<file path="config.mk">
export PLATFORM = sky130hd
export DESIGN_NAME = mips_cpu_data_bus_bridge_flat
export DESIGN_NICKNAME = d
export VERILOG_FILES = /design/src/rtl/mips_cpu_data_bus_bridge_if.sv /design/src/rtl/mips_cpu_data_bus_bridge.sv /design/src/flat_wrapper.sv
export SDC_FILE = /design/constraint.sdc
export NUM_CORES = 1
export LEC_CHECK = 0
export BUFFER_PORTS_ARGS = -buffer_cell sky130_fd_sc_hd__buf_2
export CELL_PAD_IN_SITES_DETAIL_PLACEMENT = 1
export CELL_PAD_IN_SITES_GLOBAL_PLACEMENT = 2
export CORE_MARGIN = 4
export CORE_UTILIZATION = 27
export DETAILED_ROUTE_END_ITERATION = 10
export PLACE_DENSITY_LB_ADDON = 0.25
export SYNTH_ARGS = -nofsm -noshare
export SYNTH_HDL_FRONTEND = slang
export SYNTH_SLANG_ARGS = --single-unit
</file>
<file path="constraint.sdc">
create_clock -name clk -period 2.3 [get_ports clk]
set_clock_uncertainty 0.05 [all_clocks]
set_input_delay 0.23 -clock clk [delete_from_list [all_inputs] [get_ports clk]]
set_output_delay 0.23 -clock clk [all_outputs]
set_load 0.1 [all_outputs]
</file>
<file path="src/rtl/mips_cpu_data_bus_bridge_if.sv">
// Pipelined wait-state memory bus between the CPU data bridge (master) and memory (slave).
interface mips_cpu_data_bus_bridge_if;
  logic [31:0] avm_address;
  logic [3:0]  avm_byteenable;
  logic [31:0] avm_writedata;
  logic        avm_read;
  logic        avm_write;
  logic        avm_waitrequest;
  logic        avm_readdatavalid;
  logic [31:0] avm_readdata;

  modport master (
    output avm_address, avm_byteenable, avm_writedata, avm_read, avm_write,
    input  avm_waitrequest, avm_readdatavalid, avm_readdata
  );

  modport slave (
    input  avm_address, avm_byteenable, avm_writedata, avm_read, avm_write,
    output avm_waitrequest, avm_readdatavalid, avm_readdata
  );
endinterface

</file>
<file path="src/rtl/mips_cpu_data_bus_bridge.sv">
// Turns each CPU data access into one bus transaction and stalls the core via
// cpu_clk_enable until the result is ready in the hold register.
module mips_cpu_data_bus_bridge #(
  parameter int unsigned TIMEOUT_CYCLES = 256,
  parameter logic [31:0] ERR_READDATA   = 32'hDEADBEEF
) (
  input  logic        clk,
  input  logic        reset_n,
  input  logic        ext_clk_enable,
  input  logic        cpu_active,
  input  logic        cpu_data_read,
  input  logic        cpu_data_write,
  input  logic [31:0] cpu_data_address,
  input  logic [3:0]  cpu_data_byteenable,
  input  logic [31:0] cpu_data_writedata,
  output logic [31:0] cpu_data_readdata,
  output logic        cpu_clk_enable,
  output logic        bus_error,
  mips_cpu_data_bus_bridge_if.master avm
);

  typedef enum logic [1:0] {S_IDLE, S_REQ, S_RD_WAIT, S_DONE} state_t;

  localparam int unsigned      CNT_W    = $clog2(TIMEOUT_CYCLES + 1);
  localparam logic [CNT_W-1:0] CNT_LAST = CNT_W'(TIMEOUT_CYCLES - 1);

  state_t             r_state;
  logic [CNT_W-1:0]   r_cnt;
  logic               r_is_read;
  logic [31:0]        r_hold;
  logic               r_bus_error;
  logic [31:0]        r_address;
  logic [3:0]         r_byteenable;
  logic [31:0]        r_writedata;
  logic               r_read;
  logic               r_write;

  logic w_req;
  logic w_timeout;
  logic w_clk_en;

  assign w_req     = cpu_active & (cpu_data_read | cpu_data_write);
  assign w_timeout = (r_cnt >= CNT_LAST);

  always_comb begin
    // NOTE: default assigned first so no path leaves w_clk_en unassigned (no latch).
    w_clk_en = 1'b0;
    case (r_state)
      S_IDLE:  w_clk_en = ext_clk_enable & ~w_req;
      S_DONE:  w_clk_en = ext_clk_enable;
      default: w_clk_en = 1'b0;
    endcase
  end

  // The core must never advance while the bridge is held in reset.
  assign cpu_clk_enable     = reset_n & w_clk_en;
  assign cpu_data_readdata  = r_hold;
  assign bus_error          = r_bus_error;
  assign avm.avm_address    = r_address;
  assign avm.avm_byteenable = r_byteenable;
  assign avm.avm_writedata  = r_writedata;
  assign avm.avm_read       = r_read;
  assign avm.avm_write      = r_write;

  // NOTE: sequential state uses non-blocking assignments only.
  always_ff @(posedge clk or negedge reset_n) begin
    if (!reset_n) begin
      r_state      <= S_IDLE;
      r_cnt        <= '0;
      r_is_read    <= 1'b0;
      r_hold       <= '0;
      r_bus_error  <= 1'b0;
      r_address    <= '0;
      r_byteenable <= '0;
      r_writedata  <= '0;
      r_read       <= 1'b0;
      r_write      <= 1'b0;
    end else begin
      case (r_state)
        S_IDLE: begin
          if (w_req && ext_clk_enable) begin
            r_address    <= cpu_data_address;
            r_byteenable <= cpu_data_byteenable;
            r_writedata  <= cpu_data_writedata;
            // A read+write collision is performed as the write alone.
            r_write      <= cpu_data_write;
            r_read       <= ~cpu_data_write;
            r_is_read    <= ~cpu_data_write;
            r_cnt        <= '0;
            if (cpu_data_read && cpu_data_write) begin
              r_bus_error <= 1'b1;
              r_hold      <= '0;
            end
            r_state <= S_REQ;
          end
        end
        S_REQ: begin
          if (!avm.avm_waitrequest) begin
            r_read  <= 1'b0;
            r_write <= 1'b0;
            r_cnt   <= r_cnt + 1'b1;
            if (!r_is_read) begin
              r_state <= S_DONE;
            end else if (avm.avm_readdatavalid) begin
              r_hold  <= avm.avm_readdata;
              r_state <= S_DONE;
            end else begin
              r_state <= S_RD_WAIT;
            end
          end else if (w_timeout) begin
            r_read      <= 1'b0;
            r_write     <= 1'b0;
            r_bus_error <= 1'b1;
            if (r_is_read) r_hold <= ERR_READDATA;
            r_state <= S_DONE;
          end else begin
            r_cnt <= r_cnt + 1'b1;
          end
        end
        S_RD_WAIT: begin
          if (avm.avm_readdatavalid) begin
            r_hold  <= avm.avm_readdata;
            r_state <= S_DONE;
          end else if (w_timeout) begin
            r_hold      <= ERR_READDATA;
            r_bus_error <= 1'b1;
            r_state     <= S_DONE;
          end else begin
            r_cnt <= r_cnt + 1'b1;
          end
        end
        S_DONE: begin
          // Hold the result until the core has actually taken its update edge.
          if (ext_clk_enable) r_state <= S_IDLE;
        end
        default: r_state <= S_IDLE;
      endcase
    end
  end

endmodule

</file>
<file path="src/flat_wrapper.sv">
// flat-port wrapper written by rule: the top's interface ports become plain ports
module mips_cpu_data_bus_bridge_flat 
#(
  parameter int unsigned TIMEOUT_CYCLES = 256,
  parameter logic [31:0] ERR_READDATA   = 32'hDEADBEEF
)
  (clk, reset_n, ext_clk_enable, cpu_active, cpu_data_read, cpu_data_write, cpu_data_address, cpu_data_byteenable, cpu_data_writedata, cpu_data_readdata, cpu_clk_enable, bus_error, avm_avm_address, avm_avm_byteenable, avm_avm_writedata, avm_avm_read, avm_avm_write, avm_avm_waitrequest, avm_avm_readdatavalid, avm_avm_readdata);
  mips_cpu_data_bus_bridge_if avm_i ();
  input  logic clk;
  input  logic reset_n;
  input  logic ext_clk_enable;
  input  logic cpu_active;
  input  logic cpu_data_read;
  input  logic cpu_data_write;
  input  logic [31:0] cpu_data_address;
  input  logic [3:0] cpu_data_byteenable;
  input  logic [31:0] cpu_data_writedata;
  output logic [31:0] cpu_data_readdata;
  output logic cpu_clk_enable;
  output logic bus_error;
  output wire logic [$bits(avm_i.avm_address)-1:0] avm_avm_address;
  output wire logic [$bits(avm_i.avm_byteenable)-1:0] avm_avm_byteenable;
  output wire logic [$bits(avm_i.avm_writedata)-1:0] avm_avm_writedata;
  output wire logic [$bits(avm_i.avm_read)-1:0] avm_avm_read;
  output wire logic [$bits(avm_i.avm_write)-1:0] avm_avm_write;
  input wire logic [$bits(avm_i.avm_waitrequest)-1:0] avm_avm_waitrequest;
  input wire logic [$bits(avm_i.avm_readdatavalid)-1:0] avm_avm_readdatavalid;
  input wire logic [$bits(avm_i.avm_readdata)-1:0] avm_avm_readdata;
  assign avm_avm_address = avm_i.avm_address;
  assign avm_avm_byteenable = avm_i.avm_byteenable;
  assign avm_avm_writedata = avm_i.avm_writedata;
  assign avm_avm_read = avm_i.avm_read;
  assign avm_avm_write = avm_i.avm_write;
  assign avm_i.avm_waitrequest = avm_avm_waitrequest;
  assign avm_i.avm_readdatavalid = avm_avm_readdatavalid;
  assign avm_i.avm_readdata = avm_avm_readdata;
  mips_cpu_data_bus_bridge #(.TIMEOUT_CYCLES(TIMEOUT_CYCLES), .ERR_READDATA(ERR_READDATA)) u_core (.clk(clk), .reset_n(reset_n), .ext_clk_enable(ext_clk_enable), .cpu_active(cpu_active), .cpu_data_read(cpu_data_read), .cpu_data_write(cpu_data_write), .cpu_data_address(cpu_data_address), .cpu_data_byteenable(cpu_data_byteenable), .cpu_data_writedata(cpu_data_writedata), .cpu_data_readdata(cpu_data_readdata), .cpu_clk_enable(cpu_clk_enable), .bus_error(bus_error), .avm(avm_i));
endmodule
</file>
==> flow_results.xml <==
<?xml version="1.0" encoding="UTF-8"?>
<metrics>
  <group name="synth">
    <metric name="postSynthNetCount" unit="">558</metric>
    <metric name="synth_compound_gate_area_share" unit="">0.136</metric>
    <metric name="synthesis.instances" unit="">442</metric>
    <metric name="synth_top_family_by_area" unit="">multiplexers</metric>
    <metric name="synth_seq_area_share" unit="">0.538</metric>
    <metric name="yosysTopAreaCell" unit="">sky130_fd_sc_hd__dfrtp_1</metric>
    <metric name="yosys.area.top_type_share" unit="">0.538</metric>
    <metric name="ys_types" unit="">43</metric>
    <metric name="synthesis.yosys.warnings" unit="">0</metric>
    <metric name="synth-adder-area-share" unit="">0.0187</metric>
    <metric name="synth_simple_gate_area_share" unit="">0.0421</metric>
    <metric name="synth_xor_xnor_area_share" unit="">0</metric>
    <metric name="ys_async_rst_share" unit="">1.00</metric>
    <metric name="mappedNetlistArea" unit="um^2">5350</metric>
    <metric name="ys.flop_type" unit="">sky130_fd_sc_hd__dfrtp_1</metric>
    <metric name="synth_area_leaders" unit="">sky130_fd_sc_hd__dfrtp_1, sky130_fd_sc_hd__mux2_2, sky130_fd_sc_hd__mux2_4, sky130_fd_sc_hd__o21ai_0, sky130_fd_sc_hd__a21oi_1</metric>
    <metric name="synth-seq-cells" unit="">115</metric>
    <metric name="count_of_flip_flops_with_a_built_in_enable_after_synthesis" unit="">0</metric>
    <metric name="muxShareOfSynthArea" unit="">0.226</metric>
    <metric name="synth.avg_cell_area" unit="um^2">12.1</metric>
  </group>
  <group name="grt">
    <metric name="gr-total-overflow" unit="">0</metric>
    <metric name="globalRouteTotalUtil" unit="">0.160</metric>
    <metric name="first_pass_grt_wire_length" unit="um">27900</metric>
    <metric name="grt_pass1_vias" unit="">5221</metric>
    <metric name="grt_antenna_before_repair" unit="">1</metric>
    <metric name="largest_net_degree_at_the_start_of_global_routing" unit="">116</metric>
  </group>
  <group name="clock_tree">
    <metric name="ctsLongestPathBuffers" unit="">2</metric>
    <metric name="cts-buffers-inserted" unit="">17</metric>
    <metric name="insertion_delay" unit="ns">0.41</metric>
    <metric name="tritoncts" unit="">yes</metric>
    <metric name="cts_h_tree_depth" unit="">4</metric>
    <metric name="clock-sinks" unit="">115</metric>
    <metric name="cts.clk_slew.worst_paths" unit="ns">0.06</metric>
    <metric name="cts_root_buf" unit="">sky130_fd_sc_hd__clkbuf_16</metric>
  </group>
  <group name="critical_path">
    <metric name="cp.required" unit="ns">2.55</metric>
    <metric name="r2r_end" unit="">u_core.cpu_data_readdata[10]$_DFFE_PN0P_</metric>
    <metric name="cp-startpoint" unit="">u_core.r_cnt[0]$_DFFE_PN0P_</metric>
    <metric name="cp-end-kind" unit="">register</metric>
    <metric name="rr_startpoint" unit="">u_core.r_cnt[0]$_DFFE_PN0P_</metric>
    <metric name="crit_end" unit="">u_core.cpu_data_readdata[10]$_DFFE_PN0P_</metric>
    <metric name="worst-r2r-setup-slack" unit="ns">0.004</metric>
    <metric name="worst_setup_path_start_kind" unit="">register</metric>
    <metric name="worstPathMaxFanout" unit="">5</metric>
    <metric name="worstSetupPathType" unit="">reg -&gt; reg</metric>
    <metric name="timing.critical_path.arrival" unit="ns">2.54</metric>
    <metric name="path_depth_of_the_worst_reg2reg_path" unit="">11</metric>
  </group>
  <group name="detailed_routing">
    <metric name="totalWireLength" unit="um">18100</metric>
    <metric name="initialDrtViolationCount" unit="">80</metric>
    <metric name="detail_route.first_pass.iterations" unit="">4</metric>
    <metric name="routed_wire_length_per_instance" unit="um">17.5</metric>
    <metric name="ant_nets" unit="">0</metric>
    <metric name="drt_drc_violations_left" unit="">0</metric>
    <metric name="route.detailed.vias_per_inst" unit="">4.62</metric>
    <metric name="via_count" unit="">4768</metric>
  </group>
  <group name="floorplanning">
    <metric name="initial_core_util" unit="">0.275</metric>
    <metric name="fp.dieW" unit="um">149</metric>
    <metric name="fp.dieH" unit="um">149</metric>
    <metric name="core_region_area" unit="um^2">19500</metric>
    <metric name="dieArea" unit="um^2">22100</metric>
    <metric name="pin_count" unit="">212</metric>
    <metric name="rows" unit="">51</metric>
  </group>
  <group name="timing">
    <metric name="maxSlewViolCount" unit="">0</metric>
    <metric name="setup_viol" unit="">0</metric>
    <metric name="setup_total_negative_slack" unit="ns">0</metric>
    <metric name="max_clock_freq" unit="MHz">435</metric>
    <metric name="final_min_period_over_clock_period" unit="">0.998</metric>
    <metric name="slew_headroom" unit="">0.571</metric>
    <metric name="setup_repair_after_global_routing_missed_its_margin" unit="">true</metric>
    <metric name="post-route-min-period" unit="ns">2.30</metric>
    <metric name="hold_violations" unit="">0</metric>
    <metric name="timing_worst_slew_pin_value" unit="ns">0.644</metric>
  </group>
  <group name="final_layout">
    <metric name="nets" unit="">869</metric>
    <metric name="area_growth" unit="%">59.1</metric>
    <metric name="final.fill_count" unit="">2112</metric>
    <metric name="layout_cells_sized_above_1" unit="">0.501</metric>
  </group>
  <group name="status">
    <metric name="status" unit="">finished clean</metric>
  </group>
  <group name="placement">
    <metric name="placement.io_buffers" unit="">211</metric>
    <metric name="finalWeightedCongestion" unit="">0.749</metric>
    <metric name="hpwl_dp" unit="um">12100</metric>
  </group>
  <group name="hold_path">
    <metric name="worst_hold_path_type" unit="">in -&gt; reg</metric>
  </group>
  <group name="job">
    <metric name="drv_cap" unit="">0</metric>
  </group>
</metrics>
==> cell families after synthesis <==
kind of cell / Yosys count
flops: 115
simple gates: 48
fa+ha+maj: 8
buf+inv: 48
compound gates: 122
mux: 101
==> area by class of cell <==
class / count / area [um^2] / share of cell area
inverters: 22 / 82.6 / 0.00969
clock inverters: 12 / 248 / 0.0291
repair buffers: 318 / 2180 / 0.256
diodes: 1 / 2.50 / 0.000294
well taps: 265 / 332 / 0.0389
flip-flops and latches: 115 / 2880 / 0.338
clock buffers: 20 / 467 / 0.0548
multi-input cells: 279 / 2330 / 0.274
==> worst max-delay path, cell delays in order (launching register included) <==
cell and delay (ns):
sky130_fd_sc_hd__dfrtp_1 0.38, sky130_fd_sc_hd__ha_2 0.19, sky130_fd_sc_hd__and3_4 0.19, sky130_fd_sc_hd__nand3_4 0.08, sky130_fd_sc_hd__nor2_2 0.04, sky130_fd_sc_hd__ha_2 0.18, sky130_fd_sc_hd__nor2_4 0.12, sky130_fd_sc_hd__o21ai_4 0.08
sky130_fd_sc_hd__o211ai_4 0.21, sky130_fd_sc_hd__buf_6 0.18, sky130_fd_sc_hd__clkbuf_16 0.17, sky130_fd_sc_hd__mux2_4 0.30
==> cells in the final DEF (no fill, tap or decap), types with 4 or more instances in the layout <==
cell type,netlist,layout
sky130_fd_sc_hd__a211oi_1,4,4
sky130_fd_sc_hd__buf_4,0,27
sky130_fd_sc_hd__o22ai_1,8,8
sky130_fd_sc_hd__mux2_2,70,68
sky130_fd_sc_hd__nor2_1,12,9
sky130_fd_sc_hd__inv_1,21,20
sky130_fd_sc_hd__mux2_4,22,24
sky130_fd_sc_hd__buf_12,0,6
sky130_fd_sc_hd__ha_1,8,6
sky130_fd_sc_hd__dlygate4sd3_1,0,71
sky130_fd_sc_hd__buf_2,10,209
sky130_fd_sc_hd__o21ai_0,52,52
sky130_fd_sc_hd__a21oi_1,34,34
sky130_fd_sc_hd__clkbuf_16,0,20
sky130_fd_sc_hd__dfrtp_1,115,115
sky130_fd_sc_hd__mux2i_1,9,9
sky130_fd_sc_hd__bufinv_16,0,7
sky130_fd_sc_hd__nand2_1,20,20
==> worst min-delay path by stage <==
stage                                      start                                  endpoint  slack [ns]  depth (start not counted)
final                       avm_avm_readdata[20]  u_core.cpu_data_readdata[20]$_DFFE_PN0P_        0.02                          3
after global routing      cpu_data_writedata[10]  u_core.avm.avm_writedata[10]$_DFFE_PN0P_      0.0002                          2
after CTS                    avm_avm_readdata[8]   u_core.cpu_data_readdata[8]$_DFFE_PN0P_      0.0001                          3
after detailed placement                 reset_n   u_core.cpu_data_readdata[8]$_DFFE_PN0P_        0.38                          2
after global placement                   reset_n               u_core.r_cnt[4]$_DFFE_PN0P_        0.37                          2
after floorplan                          reset_n     u_core.avm.avm_address[0]$_DFFE_PN0P_       -0.12                          0
==> state kept, by name, indices dropped and copies added, names as in the netlist, 2 cells and up <==
name and count:
u_core.r_state 2, u_core.avm.avm_address 32, u_core.avm.avm_writedata 32, u_core.avm.avm_byteenable 4, u_core.r_cnt 9, u_core.cpu_data_readdata 32
==> cells in the mapped netlist (all sizes together), types with 4 or more instances <==
cell type	count
dfrtp	115
clkbuf	13
nand2	20
a21oi	34
mux2	92
o21ai	55
inv	21
o22ai	8
a211oi	4
ha	8
nand4	4
buf	13
nor2	12
mux2i	9
==> per-stage QoR <==
stage / setup slack (ns) / hold slack (ns) / std cells / utilization / cell area, um^2
after global placement: -0.0251 / 0.371 / 916 / 0.353 / 6880
after detailed placement: -0.0605 / 0.381 / 916 / 0.353 / 6880
after global routing: -0.0728 / 0.000174 / 1032 / 0.438 / 8520
after floorplan: 0.0239 / -0.116 / 442 / - / 5370
final: 0.00374 / 0.0156 / 1032 / 0.438 / 8520
after CTS: 0.0176 / 0.000147 / 1017 / 0.426 / 8300
==> per-layer routing <==
| layer | track usage | wire length (um) |
|---|---|---|
| met1 | 0.189 | 7180 |
| met5 | 0 | 0 |
| met4 | 0.0618 | 518 |
| met2 | 0.276 | 9290 |
| met3 | 0.0480 | 1060 |
==> what timing repair did <==
item,4_1_cts,5_1_grt
gates resized for setup,5,12
endpoints found under the setup margin,7,30
cloned,0,3
pin swaps,0,2
hold buffers,69,2
buffers inserted,0,9
hold endpoints to repair,183,2
Power is not shown: default switching activity piles up to over one toggle a cycle in this logic, so the estimate is an artifact.
